===== config.mk =====
export PLATFORM = sky130hd
export DESIGN_NAME = tx_test_src
export DESIGN_NICKNAME = d
export VERILOG_FILES = /design/src/rtl/tx_test_src.sv
export SDC_FILE = /design/constraint.sdc
export NUM_CORES = 1
export LEC_CHECK = 0
export CORE_ASPECT_RATIO = 0.6
export CORE_MARGIN = 2
export CORE_UTILIZATION = 30
export CTS_BUF_LIST = sky130_fd_sc_hd__clkbuf_16
export DETAILED_ROUTE_END_ITERATION = 10
export SETUP_SLACK_MARGIN = 0.3
export SLEW_MARGIN = 25
export SYNTH_ARGS = -nofsm -noshare
export SYNTH_HDL_FRONTEND = slang
export SYNTH_SLANG_ARGS = --single-unit

===== constraint.sdc =====
create_clock -name wrclk_sig -period 9.02 [get_ports wrclk_sig]
set_input_delay 2.706 -clock wrclk_sig [delete_from_list [all_inputs] [get_ports wrclk_sig]]
set_output_delay 2.706 -clock wrclk_sig [all_outputs]
set_load 0.01 [all_outputs]

===== src/rtl/tx_test_src.sv =====
// Traffic source for the 10G TX path: loopback or generated frames into the payload FIFO, one tx_start per queued frame.
// Build option TX_TEST_SRC_STATS_EN adds stat_frames / stat_ovf outputs.
module tx_test_src #(
  parameter int DATA_W   = 64,
  parameter int LEN_W    = 16,
  parameter int CNT_W    = 24,
  parameter int PERIOD_W = 24
) (
  input  logic                wrclk_sig,
  input  logic                rst_n,
  input  logic [1:0]          mode,
  input  logic [LEN_W-1:0]    cfg_len,
  input  logic [PERIOD_W-1:0] period,
  output logic [LEN_W-1:0]    data_length,
  output logic                tx_start,
  input  logic                tx_idle,
  input  logic                rx_finish,
  input  logic [DATA_W-1:0]   rx_data,
  input  logic                rx_wr_req,
  input  logic                wrfull,
`ifdef TX_TEST_SRC_STATS_EN
  output logic [31:0]         stat_frames,
  output logic                stat_ovf,
`endif
  output logic [DATA_W-1:0]   data_sig,
  output logic                wrreq_sig
);

  localparam int BYTES  = DATA_W / 8;
  localparam int HALF_W = DATA_W / 2;
  localparam logic [LEN_W-1:0] LOOP_LEN = LEN_W'(1448);
  localparam logic [CNT_W-1:0] CNT_MAX  = {CNT_W{1'b1}};

  typedef enum logic {GEN_IDLE, GEN_WORDS} gen_state_e;
  typedef enum logic [1:0] {S_IDLE, S_WAIT_BUSY, S_WAIT_IDLE} start_state_e;

  gen_state_e          gen_q;
  logic [LEN_W-1:0]    idx_q, last_q, len_q;
  logic [HALF_W-1:0]   seq_q;
  logic [PERIOD_W-1:0] timer_q;
  logic [DATA_W-1:0]   data_q;
  logic                wrreq_q;
  logic [CNT_W-1:0]    credit_q, credit_d;
  start_state_e        start_q;
  logic [3:0]          wait_q;
  logic                tx_start_q;

  logic [LEN_W:0]      words;
  logic [LEN_W-1:0]    last_d;
  logic [PERIOD_W-1:0] reload;
  logic                timer_exp, gen_start, gen_write, gen_done, loop_act;
  logic                cr_inc, cr_dec, cr_drop;

  assign words     = ({1'b0, cfg_len} + (LEN_W+1)'(BYTES - 1)) / (LEN_W+1)'(BYTES);
  assign last_d    = (words == '0) ? '0 : LEN_W'(words - 1'b1);
  assign reload    = (period == '0) ? '0 : period - 1'b1;
  assign timer_exp = (timer_q == '0);
  assign gen_start = (gen_q == GEN_IDLE) && ((mode == 2'd1) || ((mode == 2'd2) && timer_exp));
  assign gen_write = (gen_q == GEN_WORDS) && !wrfull;
  assign gen_done  = gen_write && (idx_q == last_q);
  assign loop_act  = (gen_q == GEN_IDLE) && (mode == 2'd0);
  assign cr_inc    = gen_done || (loop_act && rx_finish);
  assign cr_dec    = tx_start_q && (credit_q != '0);
  assign cr_drop   = cr_inc && !cr_dec && (credit_q == CNT_MAX);

  always_comb begin
    credit_d = credit_q;
    if (cr_inc && !cr_dec && !cr_drop) begin
      credit_d = credit_q + 1'b1;
    end else if (cr_dec && !cr_inc) begin
      credit_d = credit_q - 1'b1;
    end
  end

  // A frame in progress owns the write port; mode is only acted on from GEN_IDLE.
  always_ff @(posedge wrclk_sig or negedge rst_n) begin
    if (!rst_n) begin
      gen_q   <= GEN_IDLE;
      idx_q   <= '0;
      last_q  <= '0;
      seq_q   <= '0;
      timer_q <= '0;
      len_q   <= LOOP_LEN;
      data_q  <= '0;
      wrreq_q <= 1'b0;
    end else begin
      timer_q <= (mode != 2'd2) ? '0 : (timer_exp ? reload : timer_q - 1'b1);
      wrreq_q <= 1'b0;
      case (gen_q)
        GEN_IDLE: begin
          if (loop_act) begin
            wrreq_q <= rx_wr_req;
            data_q  <= rx_data;
            len_q   <= LOOP_LEN;
          end else if (gen_start) begin
            gen_q  <= GEN_WORDS;
            idx_q  <= '0;
            last_q <= last_d;
            len_q  <= cfg_len;
          end
        end
        default: begin
          if (gen_write) begin
            wrreq_q <= 1'b1;
            data_q  <= {seq_q, HALF_W'(idx_q)};
            idx_q   <= idx_q + 1'b1;
            if (gen_done) begin
              seq_q <= seq_q + 1'b1;
              gen_q <= GEN_IDLE;
            end
          end
        end
      endcase
    end
  end

  // Credit drops when the pulse is on the wire, so the pulse cycle still sees the old count.
  always_ff @(posedge wrclk_sig or negedge rst_n) begin
    if (!rst_n) begin
      start_q    <= S_IDLE;
      wait_q     <= '0;
      tx_start_q <= 1'b0;
      credit_q   <= '0;
    end else begin
      credit_q   <= credit_d;
      tx_start_q <= 1'b0;
      case (start_q)
        S_IDLE: begin
          if ((credit_q != '0) && tx_idle) begin
            tx_start_q <= 1'b1;
            wait_q     <= '0;
            start_q    <= S_WAIT_BUSY;
          end
        end
        S_WAIT_BUSY: begin
          if (!tx_idle) begin
            start_q <= S_WAIT_IDLE;
          end else if (wait_q == 4'd15) begin
            start_q <= S_IDLE;
          end else begin
            wait_q <= wait_q + 1'b1;
          end
        end
        S_WAIT_IDLE: begin
          if (tx_idle) start_q <= S_IDLE;
        end
        default: start_q <= S_IDLE;
      endcase
    end
  end

`ifdef TX_TEST_SRC_STATS_EN
  logic [31:0] frames_q;
  logic        ovf_q;

  always_ff @(posedge wrclk_sig or negedge rst_n) begin
    if (!rst_n) begin
      frames_q <= '0;
      ovf_q    <= 1'b0;
    end else begin
      if (tx_start_q) frames_q <= frames_q + 1'b1;
      if (cr_drop)    ovf_q    <= 1'b1;
    end
  end

  assign stat_frames = frames_q;
  assign stat_ovf    = ovf_q;
`else
  // Statistics counters are not built in this configuration.
`endif

  assign data_length = len_q;
  assign tx_start    = tx_start_q;
  assign data_sig    = data_q;
  assign wrreq_sig   = wrreq_q;

endmodule


# --- Yosys cells after proc, flatten, opt, wreduce, memory -nomap -nowiden ---
# Index checks and enable logic that the tools add are counted.
word_totals:
  regBits: 201
  input_bits: 112
  out_inout_bits: 82
classes:
  add_sub_neg: 9
  n_eq_ne: 15
  muxes: 34
  bitwise_logic: 2
  reduce_logical: 36
op_table:
  columns: ["cell", "count"]
  rows:
  - ["$mux W64", 3]
  - ["$mux W24", 5]
  - ["$mux W16", 7]
  - ["$sub A24 B1 Y24 const B", 3]
  - ["$logic_not A24 Y1", 2]
  - ["$add A32 B1 Y32 const B", 1]
  - ["$add A24 B1 Y24 const B", 1]
  - ["$eq A24 B24 Y1 const B", 1]
  - ["$reduce_bool A24 Y1", 1]
  - ["$add A16 B3 Y17 const B", 1]
  - ["$logic_not A17 Y1", 1]
  - ["$add A16 B1 Y16 const B", 1]
  - ["$eq A16 B16 Y1", 1]
  - ["$sub A14 B1 Y15 const B", 1]
  - ["$logic_and A1 B1 Y1", 12]
  - ["$mux W4", 3]
  - ["$ne A2 B2 Y1 const B", 6]
  - ["$reduce_and A3 Y1", 4]
  - ["$mux W1", 10]
  - ["$reduce_bool A2 Y1", 5]
  - ["$mux W2", 4]
  - ["$pmux W4 S2", 1]
  - ["$pmux W2 S3", 1]
  - ["$add A4 B1 Y4 const B", 1]
  - ["11 further kinds", 20]

# --- Logic depth before layout (Yosys ltp) ---
depth:
  depth_word: 9
  depth_mapped: 16

# --- Least setup slack after synthesis ---
# No wires, ideal clock.
synth_path:
  path_kind: "in2reg"
  start: "in mode[1]"
  end: "reg credit_q[18]"
  setup_ps: 125
  arrival_ps: 6084
  slack_ps: 2812
  stages: 15
  n_path_buf: 1
  cell_sequence: "or2_2 > buf_2 > nor2_1 > nand2_1 > o21ai_0 > nor2b_1 > inv_1 > fa_1 > a211oi_1 > o211ai_1 > a211oi_1 > o31a_1 > o21bai_1 > xor2_1 > mux2_2"
synth_between:
  elab_chain_cells: 9
  word_cells_on_any_way: 12
  classes_between: "1 x mux; 11 x reduce/logical"
synth_lines:
  columns: ["element", "line_no", "rtl"]
  rows:
  - ["start, declared", "11", "input logic [1:0] mode,"]
  - ["$logic_not A2 Y1 (*)", "61", "assign loop_act = (gen_q == GEN_IDLE) && (mode == 2'd0);"]
  - ["$logic_and A1 B1 Y1 (*)", "61", null]
  - ["$logic_and A1 B1 Y1 (*)", "62", "assign cr_inc = gen_done || (loop_act && rx_finish);"]
  - ["$logic_or A1 B1 Y1 (*)", "62", null]
  - ["$logic_and A1 B1 Y1", "64, 68", null]
  - ["$logic_and A1 B1 Y1", "64", "assign cr_drop = cr_inc && !cr_dec && (credit_q == CNT_MAX);"]
  - ["$logic_not A1 Y1", "68", "if (cr_inc && !cr_dec && !cr_drop) begin"]
  - ["$logic_and A1 B1 Y1", "68", null]
  - ["$mux W24 / $reduce_bool A2 Y1 (equally long branches)", null, null]
  - ["end signal, assigned", "125", "credit_q <= credit_d;"]
  - ["end, declared", "43", "logic [CNT_W-1:0] credit_q, credit_d;"]
# Every way passes the cells marked *; elsewhere a longest branch is shown, timed or not.
# A chain may end at the register's enable or synchronous reset.

# --- Final worst setup path ---
layout_path:
  start: "in wrfull"
  end: "reg credit_q[18]"
layout_between:
  elab_chain_cells: 9
  word_cells_on_any_way: 12
  classes_between: "1 x mux; 11 x reduce/logical"
layout_lines:
  columns: ["element", "line_no", "rtl"]
  rows:
  - ["start, declared", "20", "input logic wrfull,"]
  - ["$logic_not A1 Y1 (*)", "59", "assign gen_write = (gen_q == GEN_WORDS) && !wrfull;"]
  - ["$logic_and A1 B1 Y1 (*)", "59", null]
  - ["$logic_and A1 B1 Y1 (*)", "60", "assign gen_done = gen_write && (idx_q == last_q);"]
  - ["$logic_or A1 B1 Y1 (*)", "62", null]
  - ["$logic_and A1 B1 Y1", "64, 68", null]
  - ["$logic_and A1 B1 Y1", "64", null]
  - ["$logic_not A1 Y1", "68", null]
  - ["$logic_and A1 B1 Y1", "68", null]
  - ["$mux W24 / $reduce_bool A2 Y1 (equally long branches)", null, null]
# Marked as above.

==> flow_summary_export.csv <==
group,metric,value,unit
synth,ys_ff_latch,200,
pwr,p_leak,5.99,nW
die,coreArea,36200,um2
drt,drc_errors,0,
placed_design,dp_cells,1794,
die,die_area,38200,um2
critical_path,crit_path_end_kind,"flip-flop",
critical_path,crit_family,"compound AO/OA/AOI/OAI gates",
synth,ys_seq_area_share,45.6,%
timing,finalSetupTns,0,ps
synth,ys.flop_type,"dfrtp_1",
cts,cts_tree,"yes",
synth,ys_types,69,
status,outcome,"finished, final reports clean",
drt,antenna_left,0,
timing,rsz0062_at_grt,"no",
timing,skew,20.6,ps
die,die_h,152,um
global_route,grt_util_all_layers,16.2,%
layout,syn_to_final_growth,27.0,%
synth,synth.most_common_cell,"dfrtp_1",
drt,routed_wl,30.4,mm
cts,cts.clk_slew.worst_paths,80,ps
die,die_w,251,um
global_route,grt_antenna_before_repair,0,
synth,synth_top_area_share,44.4,%
min_path,min_path_type,"reg -> reg",
critical_path,critPathKind,"in -> reg",
synth,async_flop_share,100,%
synth,synth_edf_count,0,
critical_path,crit_chain,"clkdlybuf4s50_1 > nand2b_1 > buf_4 > nor4_1 > o21ai_0 > o21ai_0 > nor2b_1 > inv_1 > fa_1 > a211oi_1 > o211ai_1 > a211oi_1 > o31a_1 > o21bai_1 > xor2_1 > mux2_2",
cts,post_cts_resized,0,
critical_path,slowest_stage,"fa_1",
pwr,power_density,288,nW/um2
global_route,grt_max_degree,173,
timing,hold_viol,0,
die,io-pin-count,194,
cts,clock_latency,460,ps
critical_path,critPathMaxFanout,24,
timing,slew_headroom,29.7,%
die,initial_core_util,30.3,%
synth,synth_area_leaders,"dfrtp_1, xor2_1, xnor2_1",
drt,viasPerCell,4.97,
pwr,ir_drop,0.156,mV
placed_design,gp_congestion,0.853,
timing,drv_slew,0,
critical_path,critPathBufInv,3,
cts,clock-sinks,200,
global_route,grt-ovfl-total,0,
cts,htreeDepth,4,
layout,fin_nets,1482,
cts,post_cts_buffers,0,
critical_path,cpPeakStageDelay,620,ps
drt,post_drt_wl_per_cell,16.7,um
layout,instances_no_fill,1826,
synth,synth.largest_area_cell,"dfrtp_1",
global_route,grt_pass1_wl,49.2,mm
cts,numCtsBuffers,17,
drt,dr.pass1.iters,5,
synth,syn_inst,1170,
timing,setup_violations,0,
drt,drtIter0Drc,561,
layout,diodes,0,
critical_path,cp.arrival,7570,ps
placed_design,place.port_buffers,193,
timing,worst_pin_slew,1050,ps
die,placementRows,54,
synth,ys.warnings.count,0,
synth,synth_area,11000,um2
critical_path,critPathLaunchType,"input pin",
critical_path,required,9350,ps
cts,hold_buffers,0,
timing,fin_crit_sh,80.3,%
cts,cts_root_buf,"clkbuf_16",
timing,max_freq,138,MHz
drt,vias,9067,
synth,avgSynthCellArea,9.39,um2
cts,cts_max_path_buffers,2,
global_route,grt_pass1_vias,8887,
layout,nFillCells,3606,
job,drv_cap,0,
layout,drive_above_1_share,5.26,%
timing,fin_crit,7240,ps
synth,synth.top_cells.by_count,"dfrtp_1, nor2_1, nand2_1, a21oi_1, xor2_1",
synth,synth_nets,1314,
layout,utilization,38.5,%
placed_design,dpl.hpwl,22.3,mm
-- flip-flops by register name, summed over array words and instances (netlist names) --
name / flops
start_q: 2
tx_start: 1
timer_q: 24
gen_q: 1
seq_q: 32
data_sig: 64
idx_q: 16
credit_q: 24
data_length: 16
last_q: 15
wrreq_sig: 1
wait_q: 4
-- routing by layer --
metal / vias up / share of wire, % / track usage (%)
met4: 0 / 1.3 / 3.29
met3: 22 / 5.9 / 4.82
met5: - / 0 / 0
li1: 4457 / - / -
met2: 203 / 41 / 22.5
met1: 4385 / 52 / 24.6
-- kinds of logic (layout without fill, tap and decap cells) --
| kind of cell | after synthesis | after routing | synth area share, % |
|---|---|---|---|
| compound gates | 233 | 233 | 12.9 |
| xor+xnor | 130 | 130 | 10.4 |
| fa+ha+maj | 32 | 32 | 3.71 |
| buf+inv | 77 | 257 | 2.90 |
| flops | 200 | 200 | 45.6 |
| mux | 60 | 60 | 5.60 |
| simple gates | 438 | 438 | 18.9 |
-- power breakdown --
group,switching (mW),internal [mW],total (mW),leakage [nW]
clock network,0.383,0.359,0.742,0.265
registers,0.250,1.18,1.43,2.53
logic,0.965,0.879,1.84,3.19
total,1.60,2.42,4.02,5.99
-- worst register-to-register path: cells and delay by family (launching register included) --
family / cells / cell delay [ps]
AO/OA/AOI/OAI: 6 / 2020
AND/OR/NAND/NOR: 4 / 940
adder cells (fa/ha/maj): 1 / 630
flip-flops: 1 / 480
buffers and inverters: 1 / 420
multiplexers: 1 / 260
XOR/XNOR: 1 / 150
-- layout by cell type, fill, tap and decap left out, drive strengths merged, types with 9 or more instances in the layout --
cell,n
nand2b,9
or3,10
nor3,27
dfrtp,195
o31ai,13
o21ai,58
nor4,25
nand2,134
xor2,67
mux2,9
nand3,27
ha,31
nor2,141
o22ai,25
inv,32
mux2i,51
xnor2,63
a21o,9
clkbuf,18
a21oi,82
clkdlybuf4s50,192
nand4,21
-- final cells by class --
type                    count  area, um2  share of cell area, %
multi-input cells         893       5680                   40.7
flip-flops and latches    200       5010                   36.0
repair buffers            200       2020                   14.5
well taps                 476        596                   4.27
clock buffers              17        425                   3.05
clock inverters            14        116                  0.834
inverters                  26       97.6                  0.700
-- through the flow --
| step | total power, mW | area (um2) | setup slack (ps) | hold WS (ps) |
|---|---|---|---|---|
| 3_3_place_gp | 3.24 | 13400 | 1630 | 463 |
| 2_1_floorplan | 2.60 | 11000 | 2810 | 445 |
| 4_1_cts | 4.03 | 13900 | 1870 | 488 |
| 6_report | 4.02 | 13900 | 1780 | 485 |
| 3_5_place_dp | 3.27 | 13400 | 1420 | 469 |
| 5_1_grt | 4.32 | 13900 | 1440 | 509 |
-- final timing paths --
path | from | endpoint | slack (ps) | depth (start not counted)
hold reg to reg | data_length[10] | data_length[10] | 490 | 2
setup reg to reg | credit_q[0] | credit_q[18] | 3990 | 14
hold / removal | data_length[10] | data_length[10] | 490 | 2
max in group asynchronous | rst_n | data_length[3] | 5680 | 3
min in group asynchronous | rst_n | data_sig[39] | 2140 | 1
setup / recovery | wrfull | credit_q[18] | 1780 | 16
Note: power is estimated with default switching activity, not from simulation.
